**config.mk**
```make
export PLATFORM = sky130hd
export DESIGN_NAME = wb_port_scheduler_flat
export DESIGN_NICKNAME = d
export VERILOG_FILES = /design/src/rtl/wb_port_scheduler_if.sv /design/src/rtl/wb_port_scheduler.sv /design/src/flat_wrapper.sv
export SDC_FILE = /design/constraint.sdc
export NUM_CORES = 1
export LEC_CHECK = 0
export ABC_AREA = 1
export BUFFER_PORTS_ARGS = -buffer_cell sky130_fd_sc_hd__clkbuf_2
export CORE_ASPECT_RATIO = 1.5
export CORE_MARGIN = 5
export CORE_UTILIZATION = 45
export CTS_CLUSTER_SIZE = 25
export DETAILED_ROUTE_END_ITERATION = 12
export PLACE_DENSITY_LB_ADDON = 0.08
export SYNTH_ARGS = -nofsm -noshare
export SYNTH_HDL_FRONTEND = slang
export SYNTH_SLANG_ARGS = --single-unit
```
**constraint.sdc**
```tcl
create_clock -name clk_i -period 1.1 [get_ports clk_i]
set_input_delay 0.22 -clock clk_i [delete_from_list [all_inputs] [get_ports clk_i]]
set_output_delay 0.22 -clock clk_i [all_outputs]
set_load 0.01 [all_outputs]
```
**src/rtl/wb_port_scheduler_if.sv**
```systemverilog
// Shared width package and the handshake/bus interface for wb_port_scheduler.
// The master modport drives requests and reads grants; the slave modport is the scheduler.
package params_pkg;
  localparam int REGISTER_WIDTH = 5;
endpackage

interface wb_port_scheduler_if #(
  parameter int REGISTER_WIDTH = params_pkg::REGISTER_WIDTH
) ();
  logic                      ex_issue_i;
  logic [REGISTER_WIDTH-1:0] ex_issue_wr_reg_i;
  logic                      mem_wb_req_i;
  logic [REGISTER_WIDTH-1:0] mem_wr_reg_i;
  logic                      alu_wb_req_i;
  logic [REGISTER_WIDTH-1:0] alu_wr_reg_i;
  logic                      ex_allowed_wb_o;
  logic                      alu_allowed_wb_o;
  logic                      wb_is_next_cycle_o;
  logic                      rf_wr_en_o;
  logic [REGISTER_WIDTH-1:0] rf_wr_reg_o;
  logic [1:0]                rf_wr_src_o;
  logic                      err_o;
  logic [31:0]               ex_conflict_cnt_o;
  logic [31:0]               alu_conflict_cnt_o;

  modport master (
    output ex_issue_i, ex_issue_wr_reg_i, mem_wb_req_i, mem_wr_reg_i,
           alu_wb_req_i, alu_wr_reg_i,
    input  ex_allowed_wb_o, alu_allowed_wb_o, wb_is_next_cycle_o, rf_wr_en_o,
           rf_wr_reg_o, rf_wr_src_o, err_o, ex_conflict_cnt_o, alu_conflict_cnt_o
  );

  modport slave (
    input  ex_issue_i, ex_issue_wr_reg_i, mem_wb_req_i, mem_wr_reg_i,
           alu_wb_req_i, alu_wr_reg_i,
    output ex_allowed_wb_o, alu_allowed_wb_o, wb_is_next_cycle_o, rf_wr_en_o,
           rf_wr_reg_o, rf_wr_src_o, err_o, ex_conflict_cnt_o, alu_conflict_cnt_o
  );
endinterface

```
**src/rtl/wb_port_scheduler.sv**
```systemverilog
// Register-file write-port arbiter: MEM > EX (reserved at issue) > ALU.
// Optional conflict counters are built when WB_SCHED_STATS_EN is defined.
module wb_port_scheduler #(
  parameter int EX_LATENCY     = 5,
  parameter int REGISTER_WIDTH = params_pkg::REGISTER_WIDTH
) (
  input  logic              clk_i,
  input  logic              rst_i,
  wb_port_scheduler_if.slave bus
);
  logic [EX_LATENCY-1:0]                     res_q;
  logic [EX_LATENCY-1:0][REGISTER_WIDTH-1:0] reg_q;
  logic                                      err_q;
  logic                                      freeze;
  logic                                      alu_allowed;

  assign freeze      = res_q[0] & bus.mem_wb_req_i;
  assign alu_allowed = !bus.mem_wb_req_i & !res_q[0];

  assign bus.ex_allowed_wb_o    = res_q[0] & !bus.mem_wb_req_i;
  assign bus.alu_allowed_wb_o   = alu_allowed;
  // A stalled EX result stays in slot 0 and retries next cycle.
  assign bus.wb_is_next_cycle_o = freeze ? res_q[0] : res_q[1];
  assign bus.err_o              = err_q;

  always_comb begin
    bus.rf_wr_en_o  = 1'b0;
    bus.rf_wr_reg_o = '0;
    bus.rf_wr_src_o = 2'd0;
    if (bus.mem_wb_req_i) begin
      bus.rf_wr_en_o  = 1'b1;
      bus.rf_wr_reg_o = bus.mem_wr_reg_i;
      bus.rf_wr_src_o = 2'd1;
    end else if (res_q[0]) begin
      bus.rf_wr_en_o  = 1'b1;
      bus.rf_wr_reg_o = reg_q[0];
      bus.rf_wr_src_o = 2'd2;
    end else if (bus.alu_wb_req_i) begin
      bus.rf_wr_en_o  = 1'b1;
      bus.rf_wr_reg_o = bus.alu_wr_reg_i;
      bus.rf_wr_src_o = 2'd3;
    end
  end

  always_ff @(posedge clk_i or posedge rst_i) begin
    if (rst_i) begin
      res_q <= '0;
      reg_q <= '0;
      err_q <= 1'b0;
    end else begin
      if (!freeze) begin
        res_q <= {bus.ex_issue_i, res_q[EX_LATENCY-1:1]};
        reg_q <= {bus.ex_issue_wr_reg_i, reg_q[EX_LATENCY-1:1]};
      end
      // Issue while EX is stalled is dropped and flagged.
      if (freeze && bus.ex_issue_i) err_q <= 1'b1;
    end
  end

`ifdef WB_SCHED_STATS_EN
  logic [31:0] ex_cnt_q, alu_cnt_q;

  always_ff @(posedge clk_i or posedge rst_i) begin
    if (rst_i) begin
      ex_cnt_q  <= '0;
      alu_cnt_q <= '0;
    end else begin
      if (freeze && ex_cnt_q != 32'hFFFF_FFFF) ex_cnt_q <= ex_cnt_q + 32'd1;
      if (bus.alu_wb_req_i && !alu_allowed && alu_cnt_q != 32'hFFFF_FFFF)
        alu_cnt_q <= alu_cnt_q + 32'd1;
    end
  end

  assign bus.ex_conflict_cnt_o  = ex_cnt_q;
  assign bus.alu_conflict_cnt_o = alu_cnt_q;
`else
  assign bus.ex_conflict_cnt_o  = '0;
  assign bus.alu_conflict_cnt_o = '0;
`endif
endmodule

```
**src/flat_wrapper.sv**
```systemverilog
// flat-port wrapper written by rule: the top's interface ports become plain ports
module wb_port_scheduler_flat 
#(
  parameter int EX_LATENCY     = 5,
  parameter int REGISTER_WIDTH = params_pkg::REGISTER_WIDTH
)
  (clk_i, rst_i, bus_ex_issue_i, bus_ex_issue_wr_reg_i, bus_mem_wb_req_i, bus_mem_wr_reg_i, bus_alu_wb_req_i, bus_alu_wr_reg_i, bus_ex_allowed_wb_o, bus_alu_allowed_wb_o, bus_wb_is_next_cycle_o, bus_rf_wr_en_o, bus_rf_wr_reg_o, bus_rf_wr_src_o, bus_err_o, bus_ex_conflict_cnt_o, bus_alu_conflict_cnt_o);
  wb_port_scheduler_if #(.REGISTER_WIDTH(REGISTER_WIDTH)) bus_i ();
  input  logic clk_i;
  input  logic rst_i;
  input wire logic [$bits(bus_i.ex_issue_i)-1:0] bus_ex_issue_i;
  input wire logic [$bits(bus_i.ex_issue_wr_reg_i)-1:0] bus_ex_issue_wr_reg_i;
  input wire logic [$bits(bus_i.mem_wb_req_i)-1:0] bus_mem_wb_req_i;
  input wire logic [$bits(bus_i.mem_wr_reg_i)-1:0] bus_mem_wr_reg_i;
  input wire logic [$bits(bus_i.alu_wb_req_i)-1:0] bus_alu_wb_req_i;
  input wire logic [$bits(bus_i.alu_wr_reg_i)-1:0] bus_alu_wr_reg_i;
  output wire logic [$bits(bus_i.ex_allowed_wb_o)-1:0] bus_ex_allowed_wb_o;
  output wire logic [$bits(bus_i.alu_allowed_wb_o)-1:0] bus_alu_allowed_wb_o;
  output wire logic [$bits(bus_i.wb_is_next_cycle_o)-1:0] bus_wb_is_next_cycle_o;
  output wire logic [$bits(bus_i.rf_wr_en_o)-1:0] bus_rf_wr_en_o;
  output wire logic [$bits(bus_i.rf_wr_reg_o)-1:0] bus_rf_wr_reg_o;
  output wire logic [$bits(bus_i.rf_wr_src_o)-1:0] bus_rf_wr_src_o;
  output wire logic [$bits(bus_i.err_o)-1:0] bus_err_o;
  output wire logic [$bits(bus_i.ex_conflict_cnt_o)-1:0] bus_ex_conflict_cnt_o;
  output wire logic [$bits(bus_i.alu_conflict_cnt_o)-1:0] bus_alu_conflict_cnt_o;
  assign bus_i.ex_issue_i = bus_ex_issue_i;
  assign bus_i.ex_issue_wr_reg_i = bus_ex_issue_wr_reg_i;
  assign bus_i.mem_wb_req_i = bus_mem_wb_req_i;
  assign bus_i.mem_wr_reg_i = bus_mem_wr_reg_i;
  assign bus_i.alu_wb_req_i = bus_alu_wb_req_i;
  assign bus_i.alu_wr_reg_i = bus_alu_wr_reg_i;
  assign bus_ex_allowed_wb_o = bus_i.ex_allowed_wb_o;
  assign bus_alu_allowed_wb_o = bus_i.alu_allowed_wb_o;
  assign bus_wb_is_next_cycle_o = bus_i.wb_is_next_cycle_o;
  assign bus_rf_wr_en_o = bus_i.rf_wr_en_o;
  assign bus_rf_wr_reg_o = bus_i.rf_wr_reg_o;
  assign bus_rf_wr_src_o = bus_i.rf_wr_src_o;
  assign bus_err_o = bus_i.err_o;
  assign bus_ex_conflict_cnt_o = bus_i.ex_conflict_cnt_o;
  assign bus_alu_conflict_cnt_o = bus_i.alu_conflict_cnt_o;
  wb_port_scheduler #(.EX_LATENCY(EX_LATENCY), .REGISTER_WIDTH(REGISTER_WIDTH)) u_core (.clk_i(clk_i), .rst_i(rst_i), .bus(bus_i));
endmodule
```
---- Word-level counts from Yosys, hierarchy flattened ----
Index checks and enable logic that the tools add are counted.
Widths: inputs -> output; s select.
operators by class
  bitwise operators ....................... 3
  mux-type cells .......................... 10
  reductions and logical operators ........ 3
operators with widths
  operator           number
  $mux 5             3
  $mux 2             3
  $mux 1             4
  $and 1x1->1        3
  $logic_not 1->1    2
  $logic_and 1x1->1  1
storage, ports and cells
  input bits .............................. 20
  output and inout bits ................... 76
  flip-flop bits (word level) ............. 31

---- Logic depth before layout (Yosys ltp) ----
Gate-level depths: netlist (run 1).
  word-level depth ........................ 3
  gate-level depth with buffers ........... 5

---- Least setup slack after synthesis (run 1) ----
No wires, ideal clock.
  path type ............................... register to output
  start ................................... register u_core.res_q[0]
  end ..................................... output port bus_rf_wr_src_o[0]
  setup slack ............................. -0.057 ns
  arrival ................................. 0.937 ns
  path buffers ............................ 2
  cell stages (with the launch flop) ...... 4
  data required time ...................... 0.880 ns
  path through ............................ dfrtp_1 -> buf_6 -> buf_2 -> o21ai_0
between the ends
  cells in the longest elaborated chain, start to end .. 2
RTL lines
  item                      RTL line                 text
  start: declaration        wb_port_scheduler.sv:11  logic [EX_LATENCY-1:0] res_q;
  start signal: assignment  wb_port_scheduler.sv:52  res_q <= {bus.ex_issue_i, res_q[EX_LATENCY-1:1]};
  $mux 2                    wb_port_scheduler.sv:34  end else if (res_q[0]) begin
  $mux 2                    wb_port_scheduler.sv:30  if (bus.mem_wb_req_i) begin
  end: declaration          flat_wrapper.sv:22       output wire logic [$bits(bus_i.rf_wr_src_o)-1:0] bus_rf_wr_src_o;
No other way between the ends.

---- Final worst setup path (run 1) ----
  start ................................... register u_core.res_q[0]
  end ..................................... output port bus_rf_wr_reg_o[2]
between the ends
  cells in the longest elaborated chain, start to end .. 2
RTL lines
  item              RTL line                 text
  $mux 5            wb_port_scheduler.sv:34
  $mux 5            wb_port_scheduler.sv:30
  end: declaration  flat_wrapper.sv:21       output wire logic [$bits(bus_i.rf_wr_reg_o)-1:0] bus_rf_wr_reg_o;
No other way between the ends.

==> results of run 1 <==
==> path summary, 6_finish.rpt <==
kind | startpoint | endpoint | slack [ns]
worst max-delay path | u_core.res_q[0]$_DFFE_PP0N_ | bus_rf_wr_reg_o[2] | -0.29
worst min-delay path | bus_ex_issue_wr_reg_i[3] | u_core.reg_q[23]$_DFFE_PP0N_ | 0.15
worst max register to register | u_core.res_q[0]$_DFFE_PP0N_ | u_core.reg_q[18]$_DFFE_PP0N_ | -0.08
worst min register to register | u_core.bus.err_o$_DFFE_PP0P_ | u_core.bus.err_o$_DFFE_PP0P_ | 0.47
max in group asynchronous | rst_i | u_core.res_q[0]$_DFFE_PP0N_ | 0.41
min in group asynchronous | rst_i | u_core.res_q[3]$_DFFE_PP0N_ | 0.51
==> through the flow <==
stage	worst slack (ns)	total power, mW
finish	-0.2915	5.341
global route	-0.3569	5.776
floorplan	0.02483	3.472
CTS	-0.3103	4.804
detailed placement	-0.05995	3.713
global placement	-0.03449	3.691
==> state kept, by name (all words and copies together), names as in the netlist <==
register / flops
u_core.bus.err_o: 1
u_core.reg_q: 25
u_core.res_q: 5
==> power breakdown <==
| group | switching (mW) | total, mW | internal [mW] |
|---|---|---|---|
| Clock | 0.379 | 0.949 | 0.570 |
| Sequential | 0.281 | 1.93 | 1.65 |
| Combinational | 1.22 | 2.46 | 1.24 |
| Total | 1.88 | 5.34 | 3.46 |
==> repair_timing <==
action                                  4_1_cts  5_1_grt
pin swaps                                     3        4
hold endpoints to repair                     31        0
hold buffers                                  1        0
gates cloned                                  0        6
endpoints found under the setup margin       11       41
resized for setup                            10       35
setup buffers                                 1        1
==> per-layer routing <==
metal	share of wire (%)	vias up
li1	-	661
met1	38	581
met2	50	53
met3	10	6
met4	1.8	0
met5	0	-
==> synth_stat cells <==
library cell	instances
o21ai_2	11
a21oi_1	1
nand3_1	15
inv_2	1
buf_8	1
inv_1	21
buf_6	7
a21oi_2	12
dfrtp_1	31
conb_1	1
nor2_1	14
buf_2	1
o21ai_0	1
o21bai_2	1
nand2_4	1
buf_4	64
o21ai_1	1
nand2_1	34
nor2_2	7
==> critical path, delay by kind of cell, from the launching register on <==
kind	cells	cell delay, ns
buffers and inverters	2	0.27
DFF	1	0.45
and+or+nand+nor	3	0.18
==> cells by family (layout without fill, tap and decap cells) <==
logic type,after synthesis,after routing
compound gates,27,27
buf+inv,95,82
flops,31,31
other cells,1,64
simple gates,71,71
==> cell type report <==
cell class                 instances  area share (%)
inverter                          22           3.457
clock buffer                       8           4.191
sequential                        31           32.53
multi-input combinational        162           35.57
tap                               46           2.410
timing repair buffer              52           21.84
==> results by group, run 1 <==
Outcome
  • Outcome: finished with violations
  • Violated checks: negative setup slack

GRT
  • Met2 Use GR: 17.53%
  • Tot GR Track Use: about a tenth
  • Gr busiest metal: met2
  • Largest net degree at the start of global routing: 32
  • Gr ovfl total: 0
  • Met3 usage: under 10%
  • Via count of the first global-routing pass: 1089
  • Met1 usage: 11.43%
  • Initial antenna violation count: 0
  • First-pass GRT wire length: 4.954 mm

Worst hold path
  • HP Class: input pin to flip-flop
  • Hold Path Depth: 3

STA
  • RSZ-0062 raised after global routing: yes
  • Count of final hold-check violations: 0
  • Hold_ws: roughly 0.15 ns
  • Final Skew: 0.002892 ns
  • # setup viols final: 41
  • Setup TNS: -4.691 ns
  • Period utilization: 126.5%
  • Fin crit period: ~1.4 ns
  • Slew Limit Fails: 0
  • Fmax: 718.7 MHz
  • Final setup margin: -0.2915 ns

Power
  • Pleak: 1.290 nW
  • Pwr dens: between 2000 and 2500 nW/um^2
  • VDD IR-drop max: between 0.0015 and 0.002 V

Critical path
  • Worst R2R Path Depth: 6
  • Worst setup SP type: flip-flop
  • Slowest cell delay on critical path: ~0.45 ns
  • Crit path arrival time: about 1.2 ns
  • Critical Path Fanout Max: 5
  • CP Class: flip-flop to output pin
  • Crit-path cells: buf_6 > nor2_1 > nand2_1 > nand3_1 > buf_2
  • CP Capture Type: output pin
  • Crit-path slowest cell: dfrtp_2
  • WP data required: about 0.9 ns

Cells and area
  • Final Util: a little under three fifths
  • Area of the multi-input gates: 849.6 sq um
  • Commonest non-fill, non-tap cells in the layout: 64 x conb_1, 33 x nand2_1, 30 x dfrtp_1, 22 x clkbuf_2, 21 x inv_1
  • Ant. Diodes: 0
  • Area delta synth->final: 20.67%
  • Layout cell share with drive strength beyond 1: roughly two fifths
  • Final nets: between 200 and 300
  • Most common cell after layout, fill and taps aside: conb_1
  • Sequential cell area: approximately 780 sq um
  • Post-route insts no fill: 321
  • Post-route cell area: roughly 2400 sq um
  • Fill cell count: just over 400

Die
  • Die W: ~64 microns
  • Rows: 29
  • Core footprint: between 4000 and 5000 sq um
  • Die height: around 90 microns
  • Full die area: a little under 6000 sq um
  • Starting density of the core: around 47%
  • IO Pins: 96

Route
  • Antenna Nets Post-Route: 0
  • Via/cell ratio: approximately 4
  • DR iter-0 viols: 32
  • WL/cell: 10.32 microns
  • Total number of vias: 1301
  • Final WL: about 3.3 mm
  • Remaining DRCs: 0
  • Pre-antenna DRT Iters: 4

Flow run
  • Max Cap Viol: 0

Yosys
  • Post-synthesis cell type with the largest combined area: dfrtp_1
  • Post-synth top area share: between 30 and 40%
  • Adder-Cell Fraction of Synth Area: 0%
  • Syn Inst Count: approximately 230
  • Compound-Gate Fraction of Synth Area: 11.50%
  • Synth Area in XOR/XNOR: 0%
  • Sequential area share after synthesis: slightly below 40%
  • Post-synthesis register bit count: 31
  • Synth warnings: 0
  • Post-synth cell types: 19
  • Main combinational cell family by area after synthesis: buffers and inverters
  • Synth top area cells: dfrtp_1 39%, buf_4 24%, nand2_1 6.4%, a21oi_2 5.3%, o21ai_2 4.9%
  • Syn avg cell area: 8.797 sq um
  • Multiplexer share of the synthesized area: 0%
  • Simple-Gate Fraction of Synth Area: 15.68%
  • Synth Cell Area: around 2000 sq um

Placed design
  • Placed inst area: roughly 2000 sq um
  • Cells after DPL: approximately 300
  • DP HPWL: 2.226 mm
  • GP Congestion: slightly below 0.7
  • Number of buffers added on ports: 31

Clocking
  • Num Clock Sinks: 31
  • H-tree depth: 2
  • Clk_lat worst skew: 0.27 ns
  • Num CTS Buffers: 5
  • Max clock buf depth: 2
  • Root buf cell: clkbuf_8
  • Reg clk slew, reported paths: around 0.06 ns
  • CTS tree: done
(Power assumes the default switching activity.)
==> inputs of run 2 (changes only) <==
- REMOVE_ABC_BUFFERS: default -> 1
==> run 2 against run 1 <==
The run still ends with negative setup slack left; sequential share of layout area increased by 2.8 points; maximum frequency shrank 1.9%; power shrank 7.4%; clock skew rose by 0.0021 ns; cell count down 1.9%; first-iteration DRC count rose by 13%; via count up 1.6%; wire length shrank 2.3%; design area is 8.1% lower; register-to-register slack improved by 0.06 ns; clock power grew 19%; critical path type unchanged; largest cell class unchanged; highest routed layer unchanged.
==> results by group, run 2 (synthesized netlist as in run 1, its figures left out) <==
STA
  • Count of final hold-check violations: 0
  • Period utilization: 129.0%
  • RSZ-0062 raised after global routing: yes
  • Fmax: 704.7 MHz
  • # setup viols final: 17
  • Final setup margin: -0.3190 ns
  • Fin crit period: between 1 and 1.5 ns
  • Final Skew: 0.004975 ns
  • Slew Limit Fails: 0

Critical path
  • Worst r2r src: u_core.res_q[0]$_DFFE_PP0N_
  • WP data required: just under 0.9 ns
  • Worst setup SP type: flip-flop
  • Crit path arrival time: roughly 1.2 ns
  • R2R setup slack: -0.02 ns
  • CP Class: flip-flop to output pin
  • Reg2reg end: u_core.reg_q[16]$_DFFE_PP0N_
  • CP Capture Type: output pin
  • Critical Path Fanout Max: 9
  • Slowest cell delay on critical path: around 0.40 ns
  • Worst R2R Path Depth: 5
  • Crit-path slowest cell: dfrtp_1
  • Crit-path cells: buf_4 > nand3_1 > nand3_2 > buf_6

Cells and area
  • Top reg by flops: u_core.reg_q
  • Post-route cell area: 2195 sq um
  • Final nets: between 200 and 300
  • Area delta synth->final: 10.87%
  • Layout cell share with drive strength beyond 1: between 30% and 40%
  • Post-route insts no fill: around 320
  • Final Util: 51.69%
  • Max reg flops: 25
  • Commonest non-fill, non-tap cells in the layout: 64 x conb_1, 31 x dfrtp_1, 30 x nand2_1, 25 x clkbuf_2, 21 x inv_1
  • Most common cell after layout, fill and taps aside: conb_1
  • Ant. Diodes: 0

Power
  • VDD IR-drop max: around 0.0014 V
  • Pwr dens: 2255 nW/um^2
  • Pleak: 1.209 nW

Clocking
  • Root buf cell: clkbuf_8
  • Clk_lat worst skew: 0.28 ns
  • Post-CTS Repair Setup Buffers: 0
  • Num CTS Buffers: 5
  • Num Clock Sinks: 31
  • CTS tree: done
  • H-tree depth: 2
  • Reg clk slew, reported paths: roughly 0.060 ns
  • Max clock buf depth: 2

Route
  • Remaining DRCs: 0
  • DR iter-0 viols: 36
  • Metal3 WL: approximately 490 microns
  • Final WL: 3.238 mm
  • Antenna Nets Post-Route: 0
  • Via/cell ratio: about 4.2
  • Routed length on met1: roughly 1.1 mm
  • Total number of vias: between 1000 and 1500
  • Pre-antenna DRT Iters: 4
  • Met2 routed WL: around 1.6 mm
  • WL/cell: roughly 10 microns
  • Max layer used: met4

GRT
  • First-pass GRT wire length: about 5.3 mm
  • Tot GR Track Use: between 10% and 20%
  • Largest net degree at the start of global routing: 32
  • Initial antenna violation count: 0
  • Gr ovfl total: 0
  • Via count of the first global-routing pass: 1191

Die
  • Die W: 64.15 microns
  • Rows: 29
  • Starting density of the core: a little under half
  • Full die area: between 5000 and 6000 sq um
  • IO Pins: 96
  • Core footprint: approximately 4200 sq um
  • Die height: about 91 microns

Worst hold path
  • Hold path start: bus_ex_issue_wr_reg_i[3]
  • Hold Path Depth: 3
  • HP Class: input pin to flip-flop
  • Hold endpoint: u_core.reg_q[23]$_DFFE_PP0N_

Outcome
  • Outcome: finished with violations
  • Violated checks: negative setup slack

Flow run
  • Max Cap Viol: 0

Placed design
  • GP Congestion: 0.7586
  • Setup WS pre-CTS: -0.05585 ns
  • Cells after DPL: 306
  • DP HPWL: 2.579 mm
  • Placed inst area: 2004 sq um
  • Number of buffers added on ports: 31
==> run 2: changes by cell type in the layout (fill, tap and decap cells not counted), sizes merged <==
cell	change
buf	-4
bufinv	+1
clkbuf	-4
clkinv	+1
==> run 2: final cells by class <==
type                       instances  area (sq um)
fill                             413          2051
multi-input combinational        162         818.3
sequential                        31         775.7
timing repair buffer              46         342.8
clock buffer                       6         82.58
inverter                          22         82.58
tap                               46         57.56
clock inverter                     2         35.03
==> run 2: what timing repair did <==
item,in CTS,in global routing
resized for setup,4,19
hold buffers,1,0
pin swaps,1,1
setup endpoints to repair,13,38
hold endpoints to repair,31,0
==> run 2: worst max path at each step <==
stage                                           start                endpoint  slack [ns]  cells after the start
after floorplan           u_core.res_q[0]$_DFFE_PP0N_  bus_wb_is_next_cycle_o       -0.35                      2
after global placement    u_core.res_q[0]$_DFFE_PP0N_      bus_rf_wr_reg_o[4]       -0.06                      5
after detailed placement  u_core.res_q[0]$_DFFE_PP0N_      bus_rf_wr_reg_o[0]       -0.06                      5
after CTS                 u_core.res_q[0]$_DFFE_PP0N_          bus_rf_wr_en_o       -0.32                      4
after global routing      u_core.res_q[0]$_DFFE_PP0N_  bus_wb_is_next_cycle_o       -0.38                      4
final                     u_core.res_q[0]$_DFFE_PP0N_      bus_rf_wr_reg_o[1]       -0.32                      4
==> run 2: power breakdown <==
| group | switching (mW) | total, mW | internal, mW |
|---|---|---|---|
| clock | 0.402 | 1.13 | 0.732 |
| combinational | 1.12 | 1.94 | 0.827 |
| sequential | 0.225 | 1.87 | 1.65 |
| total | 1.74 | 4.95 | 3.21 |
==> run 2: metrics by stage <==
step | total power [mW] | hold slack, ns | TNS [ns]
5_1_grt | 5.358 | 0.1287 | -4.920
4_1_cts | 4.936 | 0.1312 | -3.397
6_report | 4.948 | 0.1373 | -3.150
2_1_floorplan | 3.104 | 0.3235 | -8.281
3_3_place_gp | 3.731 | 0.2522 | -0.1494
3_5_place_dp | 3.749 | 0.2546 | -0.1913
==> run 2: per-layer routing <==
layer  GRT usage (%)  vias to the layer above
li1                -                      649
met1           11.73                      587
met2           19.13                       77
met3           4.074                        9
met4           6.112                        0
met5               0                        -
==> run 2: critical path: cells and delay by family, from the launching register on <==
kind | cells | cell delay [ns]
DFF | 1 | 0.40
buffers and inverters | 2 | 0.30
and+or+nand+nor | 2 | 0.22
